<file path="src/rtl/mult_div_pkg.sv">
// Shared types and sizing for the multiply/divide unit.
package mult_div_pkg;

   localparam int unsigned MDU_WIDTH = 32;
   localparam int unsigned MDU_CNT_W = $clog2(MDU_WIDTH) + 1;

   typedef enum logic [1:0] {
      IDLE,
      MULT,
      DIV,
      DONE
   } mdu_state_t;

   // Counter must hold the value WIDTH itself, hence the extra bit.
   function automatic int unsigned mdu_cnt_width(input int unsigned w);
      return $clog2(w) + 1;
   endfunction

endpackage

</file>
<file path="src/rtl/div_step.sv">
// One combinational restoring-division step on unsigned magnitudes.
module div_step import mult_div_pkg::*; #(
   parameter int unsigned WIDTH = MDU_WIDTH
) (
   input  logic [WIDTH-1:0] rem_in,
   input  logic [WIDTH-1:0] divisor,
   input  logic             dividend_bit,
   output logic [WIDTH-1:0] rem_out,
   output logic             q_bit
);

   logic [WIDTH:0] shifted;
   logic [WIDTH:0] diff;

   always_comb begin
      shifted = {rem_in, dividend_bit};
      diff    = shifted - {1'b0, divisor};
      q_bit   = (shifted >= {1'b0, divisor});
      // A failed trial leaves shifted < divisor, so it always fits WIDTH bits.
      rem_out = q_bit ? diff[WIDTH-1:0] : shifted[WIDTH-1:0];
   end

endmodule

</file>
<file path="src/rtl/mult_div_unit.sv">
// Multicycle signed MULT (radix-2 Booth) / DIV (restoring) unit owning HI/LO.
module mult_div_unit import mult_div_pkg::*; #(
   parameter int unsigned WIDTH = MDU_WIDTH
) (
   input  logic             clk,
   input  logic             reset,
   input  logic             mult_start,
   input  logic             div_start,
   input  logic [WIDTH-1:0] a,
   input  logic [WIDTH-1:0] b,
   output logic [WIDTH-1:0] hi,
   output logic [WIDTH-1:0] lo,
   output logic             busy,
   output logic             done,
   output logic             div_zero
);

   localparam int unsigned CW = mdu_cnt_width(WIDTH);
   localparam int unsigned AW = 2 * WIDTH + 1;

   mdu_state_t state, state_nx;

   logic [CW-1:0]    cnt;
   logic [AW-1:0]    acc, acc_nx;
   logic [WIDTH-1:0] mcand;
   logic [WIDTH-1:0] dvd, dvs, rem, rem_nx;
   logic [WIDTH-1:0] a_mag, b_mag, quo_fix, rem_fix;
   logic [WIDTH:0]   booth_up, booth_m, booth_sum;
   logic             q_bit, q_neg, r_neg, dz_q;
   logic             last, dvs_zero;
   logic             acc_mult, acc_div, fin_mult, fin_div, dz_hit, step_en;

   assign last     = (cnt == CW'(WIDTH));
   assign dvs_zero = (dvs == '0);

   always_ff @(posedge clk or negedge reset) begin
      if (!reset) state <= IDLE;
      else        state <= state_nx;
   end

   always_comb begin
      state_nx = state;
      busy     = 1'b0;
      done     = 1'b0;
      div_zero = 1'b0;
      acc_mult = 1'b0;
      acc_div  = 1'b0;
      fin_mult = 1'b0;
      fin_div  = 1'b0;
      dz_hit   = 1'b0;
      step_en  = 1'b0;
      case (state)
         IDLE: begin
            if (mult_start) begin
               acc_mult = 1'b1;
               state_nx = MULT;
            end else if (div_start) begin
               acc_div  = 1'b1;
               state_nx = DIV;
            end
         end
         MULT: begin
            busy = 1'b1;
            if (last) begin
               fin_mult = 1'b1;
               state_nx = DONE;
            end else begin
               step_en = 1'b1;
            end
         end
         DIV: begin
            busy = 1'b1;
            if (dvs_zero) begin
               dz_hit   = 1'b1;
               state_nx = DONE;
            end else if (last) begin
               fin_div  = 1'b1;
               state_nx = DONE;
            end else begin
               step_en = 1'b1;
            end
         end
         DONE: begin
            busy     = 1'b1;
            done     = 1'b1;
            div_zero = dz_q;
            state_nx = IDLE;
         end
         default: state_nx = IDLE;
      endcase
   end

   // Booth add is done one bit wider so a most-negative multiplicand cannot overflow.
   always_comb begin
      booth_up = {acc[AW-1], acc[AW-1:WIDTH+1]};
      booth_m  = {mcand[WIDTH-1], mcand};
      case (acc[1:0])
         2'b01:   booth_sum = booth_up + booth_m;
         2'b10:   booth_sum = booth_up - booth_m;
         default: booth_sum = booth_up;
      endcase
      acc_nx = {booth_sum, acc[WIDTH:1]};
   end

   always_comb begin
      a_mag   = a[WIDTH-1] ? -a : a;
      b_mag   = b[WIDTH-1] ? -b : b;
      quo_fix = q_neg ? -dvd : dvd;
      rem_fix = r_neg ? -rem : rem;
   end

   div_step #(.WIDTH(WIDTH)) u_div_step (
      .rem_in       (rem),
      .divisor      (dvs),
      .dividend_bit (dvd[WIDTH-1]),
      .rem_out      (rem_nx),
      .q_bit        (q_bit)
   );

   always_ff @(posedge clk or negedge reset) begin
      if (!reset) begin
         hi    <= '0;
         lo    <= '0;
         acc   <= '0;
         mcand <= '0;
         dvd   <= '0;
         dvs   <= '0;
         rem   <= '0;
         cnt   <= '0;
         q_neg <= 1'b0;
         r_neg <= 1'b0;
         dz_q  <= 1'b0;
      end else begin
         if (acc_mult) begin
            mcand <= a;
            acc   <= {{WIDTH{1'b0}}, b, 1'b0};
            cnt   <= '0;
         end
         if (acc_div) begin
            dvd   <= a_mag;
            dvs   <= b_mag;
            rem   <= '0;
            q_neg <= a[WIDTH-1] ^ b[WIDTH-1];
            r_neg <= a[WIDTH-1];
            cnt   <= '0;
         end
         if (step_en) begin
            cnt <= cnt + CW'(1);
            if (state == MULT) begin
               acc <= acc_nx;
            end else begin
               rem <= rem_nx;
               dvd <= {dvd[WIDTH-2:0], q_bit};
            end
         end
         if (fin_mult) begin
            hi   <= acc[AW-1:WIDTH+1];
            lo   <= acc[WIDTH:1];
            dz_q <= 1'b0;
         end
         if (fin_div) begin
            hi   <= rem_fix;
            lo   <= quo_fix;
            dz_q <= 1'b0;
         end
         if (dz_hit) dz_q <= 1'b1;
      end
   end

endmodule

</file>
<file path="config.mk">
export PLATFORM = sky130hd
export DESIGN_NAME = mult_div_unit
export DESIGN_NICKNAME = d
export VERILOG_FILES = /design/src/rtl/mult_div_pkg.sv /design/src/rtl/div_step.sv /design/src/rtl/mult_div_unit.sv
export SDC_FILE = /design/constraint.sdc
export NUM_CORES = 1
export LEC_CHECK = 0
export ABC_AREA = 1
export CAP_MARGIN = 20
export CELL_PAD_IN_SITES_DETAIL_PLACEMENT = 0
export CELL_PAD_IN_SITES_GLOBAL_PLACEMENT = 1
export CORE_MARGIN = 5
export CORE_UTILIZATION = 27
export CTS_CLUSTER_DIAMETER = 40
export CTS_CLUSTER_SIZE = 28
export DETAILED_ROUTE_END_ITERATION = 16
export GPL_ROUTABILITY_DRIVEN = 0
export MAX_ROUTING_LAYER = met4
export PLACE_DENSITY_LB_ADDON = 0.1
export REMOVE_ABC_BUFFERS = 1
export SYNTH_ARGS = -nofsm -noshare
export SYNTH_HDL_FRONTEND = slang
export SYNTH_SLANG_ARGS = --single-unit
export TNS_END_PERCENT = 50
</file>
<file path="constraint.sdc">
create_clock -name clk -period 3.1 [get_ports clk]
set_clock_uncertainty 0.05 [all_clocks]
set_input_delay 0.465 -clock clk [delete_from_list [all_inputs] [get_ports clk]]
set_output_delay 0.465 -clock clk [all_outputs]
set_load 0.02 [all_outputs]
</file>
Word level (Yosys, flattened, before mapping)
Index checks and enable logic that the tools add are counted.
{"block": "totals", "reg_bits": 268, "in_bits": 68, "output_inout_bits": 67, "word_cells": 84}
{"block": "classes", "add_sub_neg": 8, "n_lt_le_gt_ge": 1, "n_eq_ne": 8, "mux": 47, "bitwise": 1, "n_reduce_logical": 6}
{"op": "$mux W32", "n": 15}
{"op": "$mux W65", "n": 3}
{"op": "$neg A32 Y32", "n": 4}
{"op": "$pmux W33 S2", "n": 1}
{"op": "$add A32 B32 Y33", "n": 1}
{"op": "$ge A33 B32 Y1", "n": 1}
{"op": "$sub A32 B32 Y33", "n": 1}
{"op": "$logic_not A32 Y1", "n": 1}
{"op": "$sub A32 B32 Y32", "n": 1}
{"op": "$mux W1", "n": 19}
{"op": "$mux W6", "n": 3}
{"op": "$mux W2", "n": 4}
{"op": "$pmux W2 S4", "n": 1}
{"op": "$add A6 B1 Y6 const B", "n": 1}
{"op": "$eq A2 B2 Y1 const B", "n": 3}
{"op": "$eq A6 B6 Y1 const B", "n": 1}
{"op": "$reduce_bool A3 Y1", "n": 2}
{"op": "$eq A2 B1 Y1 const B", "n": 2}
{"op": "$ne A4 B2 Y1 const B", "n": 1}
{"op": "$ne A3 B3 Y1 const B", "n": 1}
{"op": "$reduce_or A3 Y1", "n": 1}
{"op": "$logic_not A2 Y1", "n": 1}
{"op": "$pmux W1 S2", "n": 1}
{"op": "$reduce_bool A2 Y1", "n": 1}
{"op": "$xor A1 B1 Y1", "n": 1}

Logic depth before layout (Yosys ltp)
Gate-level depths: netlist of run 1.
{"block": "logic_depth", "ltp_word": 6, "mapped_depth": 26, "mapped_depth_nobuf": 26}

Modules after synthesis
A second synthesis of run 1 with hierarchy kept.
{"block": "unflattened", "cells_unflattened": 3535, "area_unflattened_um2": 22202.5}
{"module": "mult_div_unit", "n_inst": 1, "cells_each": 2888, "area_each_um2": 19042.0}
{"module": "div_step", "n_inst": 1, "cells_each": 647, "area_each_um2": 3160.5}

Least setup slack after synthesis of run 1
OpenSTA, ideal clock, no wires.
{"block": "synth_path", "path_kind": "flip-flop to flip-flop", "startpoint": "register acc[0]", "endpoint": "register acc[58]", "setup_ps": 121, "arrival_ps": 2852, "setup_slack_ps": 77, "path_stages_with_launch": 17, "n_path_buf": 2, "cell_sequence": "dfrtp_1 inv_1 ha_1 clkbuf_1 clkbuf_1 o21ai_0 fa_1 nand2_1 nand2_1 and2_1 a21oi_1 o21bai_1 nand2_1 nand2_1 or2_2 nand3_1 nand2_1"}
{"block": "synth_via", "elab_chain_len": 4}
{"item": "from (decl)", "line_no": "mult_div_unit.sv:24", "text": "logic [AW-1:0] acc, acc_nx;"}
{"item": "from (signal assigned)", "line_no": "mult_div_unit.sv:136", "text": "acc <= {{WIDTH{1'b0}}, b, 1'b0};"}
{"item": "from (signal assigned)", "line_no": "mult_div_unit.sv:150", "text": "acc <= acc_nx;"}
{"item": "$eq A2 B2 Y1 / $eq A2 B1 Y1 (equally long branches)", "line_no": "mult_div_unit.sv:97", "text": "case (acc[1:0])"}
{"item": "$pmux W33 S2 (*)", "line_no": "mult_div_unit.sv:97"}
{"item": "$mux W65 (*)", "line_no": "mult_div_unit.sv:149", "text": "if (state == MULT) begin"}
{"item": "$mux W65 (*)", "line_no": "mult_div_unit.sv:147", "text": "if (step_en) begin"}
Mark *: on every way between the ends. The rest lies on a longest branch, timed or not.
A chain may end at the register's enable or synchronous reset.

Final worst setup path of run 1
{"block": "layout_path", "startpoint": "register mcand[1]", "endpoint": "register acc[51]"}
{"block": "layout_via", "elab_chain_len": 4}
{"item": "from (decl)", "line_no": "mult_div_unit.sv:25", "text": "logic [WIDTH-1:0] mcand;"}
{"item": "from (signal assigned)", "line_no": "mult_div_unit.sv:125", "text": "mcand <= '0;"}
{"item": "from (signal assigned)", "line_no": "mult_div_unit.sv:135", "text": "mcand <= a;"}
{"item": "$sub A32 B32 Y33 / $add A32 B32 Y33 (equally long branches)", "line_no": "mult_div_unit.sv:99, mult_div_unit.sv:98"}
{"item": "$pmux W33 S2 (*)", "line_no": "mult_div_unit.sv:97"}
{"item": "$mux W65 (*)", "line_no": "mult_div_unit.sv:149"}
{"item": "$mux W65 (*)", "line_no": "mult_div_unit.sv:147"}
Marks and branches as above.

==> flow_summary.json, run 1 <==
{
  "min_period_ns": 3.02,
  "cts_max_level": 3,
  "relSlewSlack_pct": 40.5,
  "placed_area_mm2": 0.0242,
  "routed_wirelength_mm": 85.6,
  "die_y_um": 287,
  "dp.cells": 4223,
  "p_leak_nw": 12.9,
  "clk_pin_slew_ns": 0.04,
  "finalNonFillerCells": 4369,
  "multi_input_area_mm2": 0.0131,
  "ys.flop_type": "dfrtp_1",
  "endpoint_kind": "flip-flop",
  "dieArea_mm2": 0.0822,
  "async_flop_share_pct": 100,
  "critPathLaunchType": "flip-flop",
  "synth_area_leaders": "dfrtp_1 (32%), nand2_1 (12%), o21ai_0 (7.2%)",
  "synth_edf_count": 0,
  "fmax_ghz": 0.331,
  "synth_top_area_share_pct": 32.4,
  "final_util_pct": 36.8,
  "cts_num_sinks": 268,
  "worst_slew_pin_slew_ns": 0.884,
  "io_pins": 135,
  "synth_seq_cells": 268,
  "start_util_pct": 27.2,
  "syn_avg_cell_area_um2": 6.89,
  "yosysTopAreaCell": "dfrtp_1",
  "crit_top_cell": "nand2_1",
  "path_class": "reg2reg",
  "groute.usage.overall_pct": 20.8,
  "drtIter0Drc": 1420,
  "cpMaxStageDelayCell": "dfrtp_1",
  "whs_ns": 0.368,
  "final_max_slew_viol_count": 0,
  "drive_gt1_share_pct": 17.7,
  "critPathArrivalTime_ns": 3.45,
  "drcViolationCount": 0,
  "cts-root-buf": "clkbuf_16",
  "grt_pass1_wl_mm": 130,
  "reg2reg_slack_ns": 0.08,
  "p_per_area_mw_per_mm2": 1310,
  "maxCapViolCount": 0,
  "route.met3.wl_mm": 3.92,
  "status": "finished, final reports clean",
  "min_period_over_period_pct": 97.4,
  "synth_area_mm2": 0.0207,
  "hold_class": "in2async",
  "cts_made_buffers": 67,
  "regArea_mm2": 0.00671,
  "dr_total_vias": 21472,
  "wl_met1_mm": 39.3,
  "rr_worst_depth": 17,
  "gr-total-overflow": 0,
  "drt.antenna.violating_nets": 0,
  "rows": 101,
  "grt_max_degree": 83,
  "antenna_found_initial": 1,
  "yosysUniqueCellTypes": 63,
  "final_area_mm2": 0.0280,
  "yosysWarnings": 0,
  "layout-area-overhead-vs-synth_pct": 35.1,
  "cp_slowest_stage_delay_ns": 0.38,
  "place_ws_ns": -0.308,
  "nets": 3430,
  "netlist_instances": 3003,
  "num-fill-cells": 8052,
  "final.setup.worst_slack_ns": 0.0801,
  "cts_tree": "done",
  "dieWidth_um": 287,
  "routed_via_density": 4.91,
  "dpl.hpwl_mm": 66.4,
  "insertion_delay_ns": 0.62,
  "route.met2.wl_mm": 39.5,
  "post_drt_wl_per_cell_um": 19.6,
  "cts_buffer_depth": 3,
  "ir_drop_v": 0.000567,
  "core_mm2": 0.0759,
  "grt_pass1_vias": 21333,
  "rr_endpoint": "acc[51]$_DFF_PN0_",
  "final-hold-violation-count": 0,
  "path_cells": "inv_2, ha_4, nand2_4, nor2_4, buf_6, nand2_4, o21ai_0, xor2_1, ha_1, buf_4, nand2_1, o21ai_1, a21oi_2, nand2_1, or2_2, nand3_1, nand2_1",
  "required_ns": 3.53,
  "rsz0062_at_grt": "true",
  "rr_startpoint": "mcand[1]$_DFFE_PN0P_",
  "io_buffers": 134,
  "yosysSeqAreaShare_pct": 32.4,
  "dr.pass1.iters": 7,
  "worstPathMaxFanout": 4,
  "top_layer_used": "met4",
  "setup_viol": 0,
  "finalPower_mw": 36.6,
  "setup_tns_ns": 0
}
metal layers:
metal	vias up	track usage, %
li1	10595	-
met1	10250	27.4
met2	495	32.9
met3	132	3.38
met4	0	6.90
met5	-	-
worst max-delay path: cells and delay by family, from the launching register on:
kind | cells | cell delay, ns
and+or+nand+nor | 8 | 0.82
AOI/OAI and AO/OA | 3 | 0.52
xor gates and xnor gates | 1 | 0.24
DFF | 1 | 0.38
adders and majority gates | 2 | 0.49
buffers and inverters | 3 | 0.39
what timing repair did:
action                                 in CTS  in global routing
setup endpoints to repair                  18                 23
gates resized for setup                   115                145
hold buffers                                1                  0
setup buffers                               5                 16
endpoints found under the hold margin      72                  0
pin swaps                                  37                 59
cells in the mapped netlist (7+ instances only):
cell type / count
nand2_1: 687
inv_1: 344
nor2_1: 301
o21ai_0: 297
dfrtp_1: 268
nand3_1: 248
a21oi_1: 134
xor2_1: 87
ha_1: 77
nand4_1: 72
clkbuf_1: 59
o211ai_1: 51
o21ai_1: 43
buf_2: 38
nand3_2: 33
xnor2_1: 32
nor3_1: 28
a32oi_1: 18
o21a_1: 16
o22ai_1: 14
a31oi_1: 13
inv_2: 13
o21bai_1: 11
o221ai_1: 8
nand3b_1: 7
nor2_2: 7
nor3_2: 7
nor4_1: 7
or2_2: 7
registers in the layout, indices dropped and copies added, names as in the netlist, 2 cells and up:
name / flops
lo: 32
cnt: 6
hi: 32
dvd: 32
mcand: 32
rem: 32
dvs: 32
acc: 65
state: 2
cells by family after synthesis:
family	share of synthesized area (%)
flip-flops	32.4
adder cells (fa/ha/maj)	4.85
AND/OR/NAND/NOR	30.9
XOR/XNOR	5.04
multiplexers	0.272
buffers and inverters	9.42
AO/OA/AOI/OAI	17.1
power breakdown:
group	total, mW	internal (mW)	switching, mW
Sequential	6.74	5.10	1.63
Combinational	22.1	8.81	13.3
Clock	7.80	5.31	2.49
Total	36.6	19.2	17.4
cell usage in the layout, fill, tap and decap left out, drive strengths merged, types with 4 or more instances in the layout:
cell type	Yosys	routed
mux2	5	5
nand3b	9	9
or2	10	10
bufinv	0	12
clkinvlp	0	8
o21bai	11	11
a31oi	14	14
dfrtp	268	268
o22ai	14	14
nor3	37	37
nand2	698	698
o211ai	51	51
clkbuf	60	84
ha	77	77
nand4	73	73
inv	357	359
clkinv	2	20
o21ai	342	342
xnor2	32	32
nor2	309	309
clkdlybuf4s50	0	133
nand3	283	283
buf	58	195
nor4	7	7
a21o	4	4
xor2	87	87
o221ai	8	8
o21a	16	16
a32oi	18	18
a21oi	134	134
worst max-delay path by stage:
stage / to / startpoint / cells past startpoint
2_1_floorplan: cnt[0]$_DFFE_PN0P_ / state[0]$_DFFE_PN0P_ / 5
3_3_place_gp: acc[60]$_DFF_PN0_ / mcand[1]$_DFFE_PN0P_ / 20
3_5_place_dp: acc[59]$_DFF_PN0_ / mcand[1]$_DFFE_PN0P_ / 18
4_1_cts: acc[64]$_DFFE_PN0P_ / mcand[0]$_DFFE_PN0P_ / 25
5_1_grt: acc[64]$_DFFE_PN0P_ / mcand[12]$_DFFE_PN0P_ / 22
6_report: acc[51]$_DFF_PN0_ / mcand[1]$_DFFE_PN0P_ / 17
cell type report:
cell class	count	area share, %
repair buffers	329	10.7
clock inverters	40	2.49
well taps	1030	4.61
clock buffers	84	6.62
inverters	359	4.82
flip-flops and latches	268	24.0
diodes	1	0.00895
multi-input cells	2258	46.7
No activity file was read; power rests on OpenSTA's default activity.
==> run 2, diff against run 1 <==
- RECOVER_POWER: unset -> 100
==> flow_summary.json, run 2 (synthesized netlist as in run 1, its figures left out) <==
{
  "status": "finished with violations",
  "failed_checks": "max-capacitance violations, max-slew violations",
  "cts-root-buf": "clkbuf_16",
  "rr_startpoint": "mcand[1]$_DFFE_PN0P_",
  "drcViolationCount": 0,
  "worst_slew_pin_slew_ns": 2.19,
  "mostFrequentLayoutCell": "nand2_1",
  "layout_common_cells": "nand2_1 (646), inv_1 (331), o21ai_0 (305)",
  "grt_pass1_vias": 21333,
  "num-fill-cells": 8074,
  "gr-total-overflow": 0,
  "dieWidth_um": 287,
  "cts_tree": "done",
  "final_area_mm2": 0.0278,
  "grt_pass1_wl_mm": 130,
  "antenna_found_initial": 1,
  "dr_total_vias": 21589,
  "grt_max_degree": 83,
  "dr.pass1.iters": 5,
  "cts_max_level": 3,
  "endpoint_kind": "flip-flop",
  "rr_worst_depth": 17,
  "rsz0062_at_grt": "true",
  "routed_via_density": 4.94,
  "insertion_delay_ns": 0.61,
  "worstSetupEndpoint": "acc[51]$_DFF_PN0_",
  "start_util_pct": 27.2,
  "maxCapViolCount": 2,
  "worstPathMaxFanout": 4,
  "route.met2.wl_mm": 39.5,
  "routed_wirelength_mm": 85.7,
  "placed_area_mm2": 0.0242,
  "top_register": "acc",
  "rr_endpoint": "acc[51]$_DFF_PN0_",
  "rows": 101,
  "io_pins": 135,
  "startpoint": "mcand[1]$_DFFE_PN0P_",
  "reg2reg_slack_ns": 0.06,
  "wl_met1_mm": 39.3,
  "cp_slowest_stage_delay_ns": 0.38,
  "required_ns": 3.53,
  "p_leak_nw": 12.9,
  "route.met3.wl_mm": 3.88,
  "min_period_ns": 3.04,
  "die_y_um": 287,
  "regArea_mm2": 0.00671,
  "drive_gt1_share_pct": 17.4,
  "final-hold-violation-count": 0,
  "critPathArrivalTime_ns": 3.47,
  "whs_ns": 0.423,
  "clk_pin_slew_ns": 0.05,
  "critPathLaunchType": "flip-flop",
  "crit_top_cell": "nand2_1",
  "layout-area-overhead-vs-synth_pct": 34.5,
  "path_class": "reg2reg",
  "drtIter0Drc": 1302,
  "ir_drop_v": 0.000546,
  "fmax_ghz": 0.329,
  "dieArea_mm2": 0.0822,
  "min_period_over_period_pct": 98.0,
  "cts_num_sinks": 268,
  "p_per_area_mw_per_mm2": 1310,
  "core_mm2": 0.0759,
  "setup_viol": 0,
  "dpl.hpwl_mm": 66.4,
  "groute.usage.overall_pct": 20.8,
  "multi_input_area_mm2": 0.0130,
  "cpMaxStageDelayCell": "dfrtp_1",
  "post_drt_wl_per_cell_um": 19.6,
  "largest_register_ffs": 65,
  "final_max_slew_viol_count": 115,
  "drt.antenna.violating_nets": 0,
  "path_cells": "inv_2, ha_4, nand2_4, nor2_4, buf_6, nand2_4, o21ai_0, xor2_1, ha_1, buf_4, nand2_1, o21ai_1, a21oi_2, nand2_1, or2_2, nand3_1, nand2_1",
  "cts_made_buffers": 67,
  "top_layer_used": "met4",
  "relSlewSlack_pct": -46.3,
  "io_buffers": 134,
  "hold_class": "reg2reg",
  "final.setup.worst_slack_ns": 0.0632,
  "place_ws_ns": -0.308,
  "nets": 3430,
  "cts_buffer_depth": 3
}
run 2: worst max-delay path: cells and delay by family (launching register included):
family / cells / cell delay [ns]
xor gates and xnor gates: 1 / 0.24
AOI/OAI and AO/OA: 3 / 0.53
buffers and inverters: 3 / 0.39
and+or+nand+nor: 8 / 0.82
adders and majority gates: 2 / 0.49
DFF: 1 / 0.38
run 2: worst min path at each step:
stage	depth (start not counted)	startpoint	end
2_1_floorplan	0	reset	acc[0]$_DFF_PN0_
3_3_place_gp	2	hi[0]$_DFFE_PN0P_	hi[0]$_DFFE_PN0P_
3_5_place_dp	2	lo[15]$_DFFE_PN0P_	lo[15]$_DFFE_PN0P_
4_1_cts	2	reset	lo[15]$_DFFE_PN0P_
5_1_grt	2	hi[31]$_DFFE_PN0P_	hi[31]$_DFFE_PN0P_
6_report	2	hi[12]$_DFFE_PN0P_	hi[12]$_DFFE_PN0P_
run 2: through the flow:
step,cells,power [mW],utilization (%),TNS (ns)
after floorplan,2885,17.9,-,-76.09
after global placement,4223,26.2,31.8,-2.53
after detailed placement,4223,26.3,31.8,-2.68
after CTS,4353,35.3,35.9,-0.00929
after global routing,4369,39.1,36.6,-2.82
final,4370,36.3,36.6,0
run 2: what timing repair did:
action | 4_1_cts | 5_1_grt
setup endpoints to repair | 18 | 23
gates resized for setup | 115 | 145
hold endpoints to repair | 72 | 0
pin swaps | 37 | 59
hold buffers | 1 | 0
buffers inserted | 5 | 16
run 2: where the power goes:
| group | total, mW | switching (mW) | internal [mW] |
|---|---|---|---|
| Combinational | 21.8 | 13.2 | 8.58 |
| Sequential | 6.72 | 1.61 | 5.10 |
| Clock | 7.80 | 2.49 | 5.31 |
| Total | 36.3 | 17.4 | 19.0 |
run 2: final cells by class:
| cell class | instances | area share [%] |
|---|---|---|
| repair buffers | 329 | 10.5 |
| diodes | 2 | 0.0180 |
| clock inverters | 40 | 2.50 |
| inverters | 359 | 4.84 |
| multi-input cells | 2258 | 46.8 |
| well taps | 1030 | 4.63 |
| flip-flops and latches | 268 | 24.1 |
| clock buffers | 84 | 6.65 |
run 2: layer usage:
layer	up-vias	track usage, %
li1	10603	-
met1	10326	27.4
met2	526	32.9
met3	134	3.38
met4	0	6.90
met5	-	-
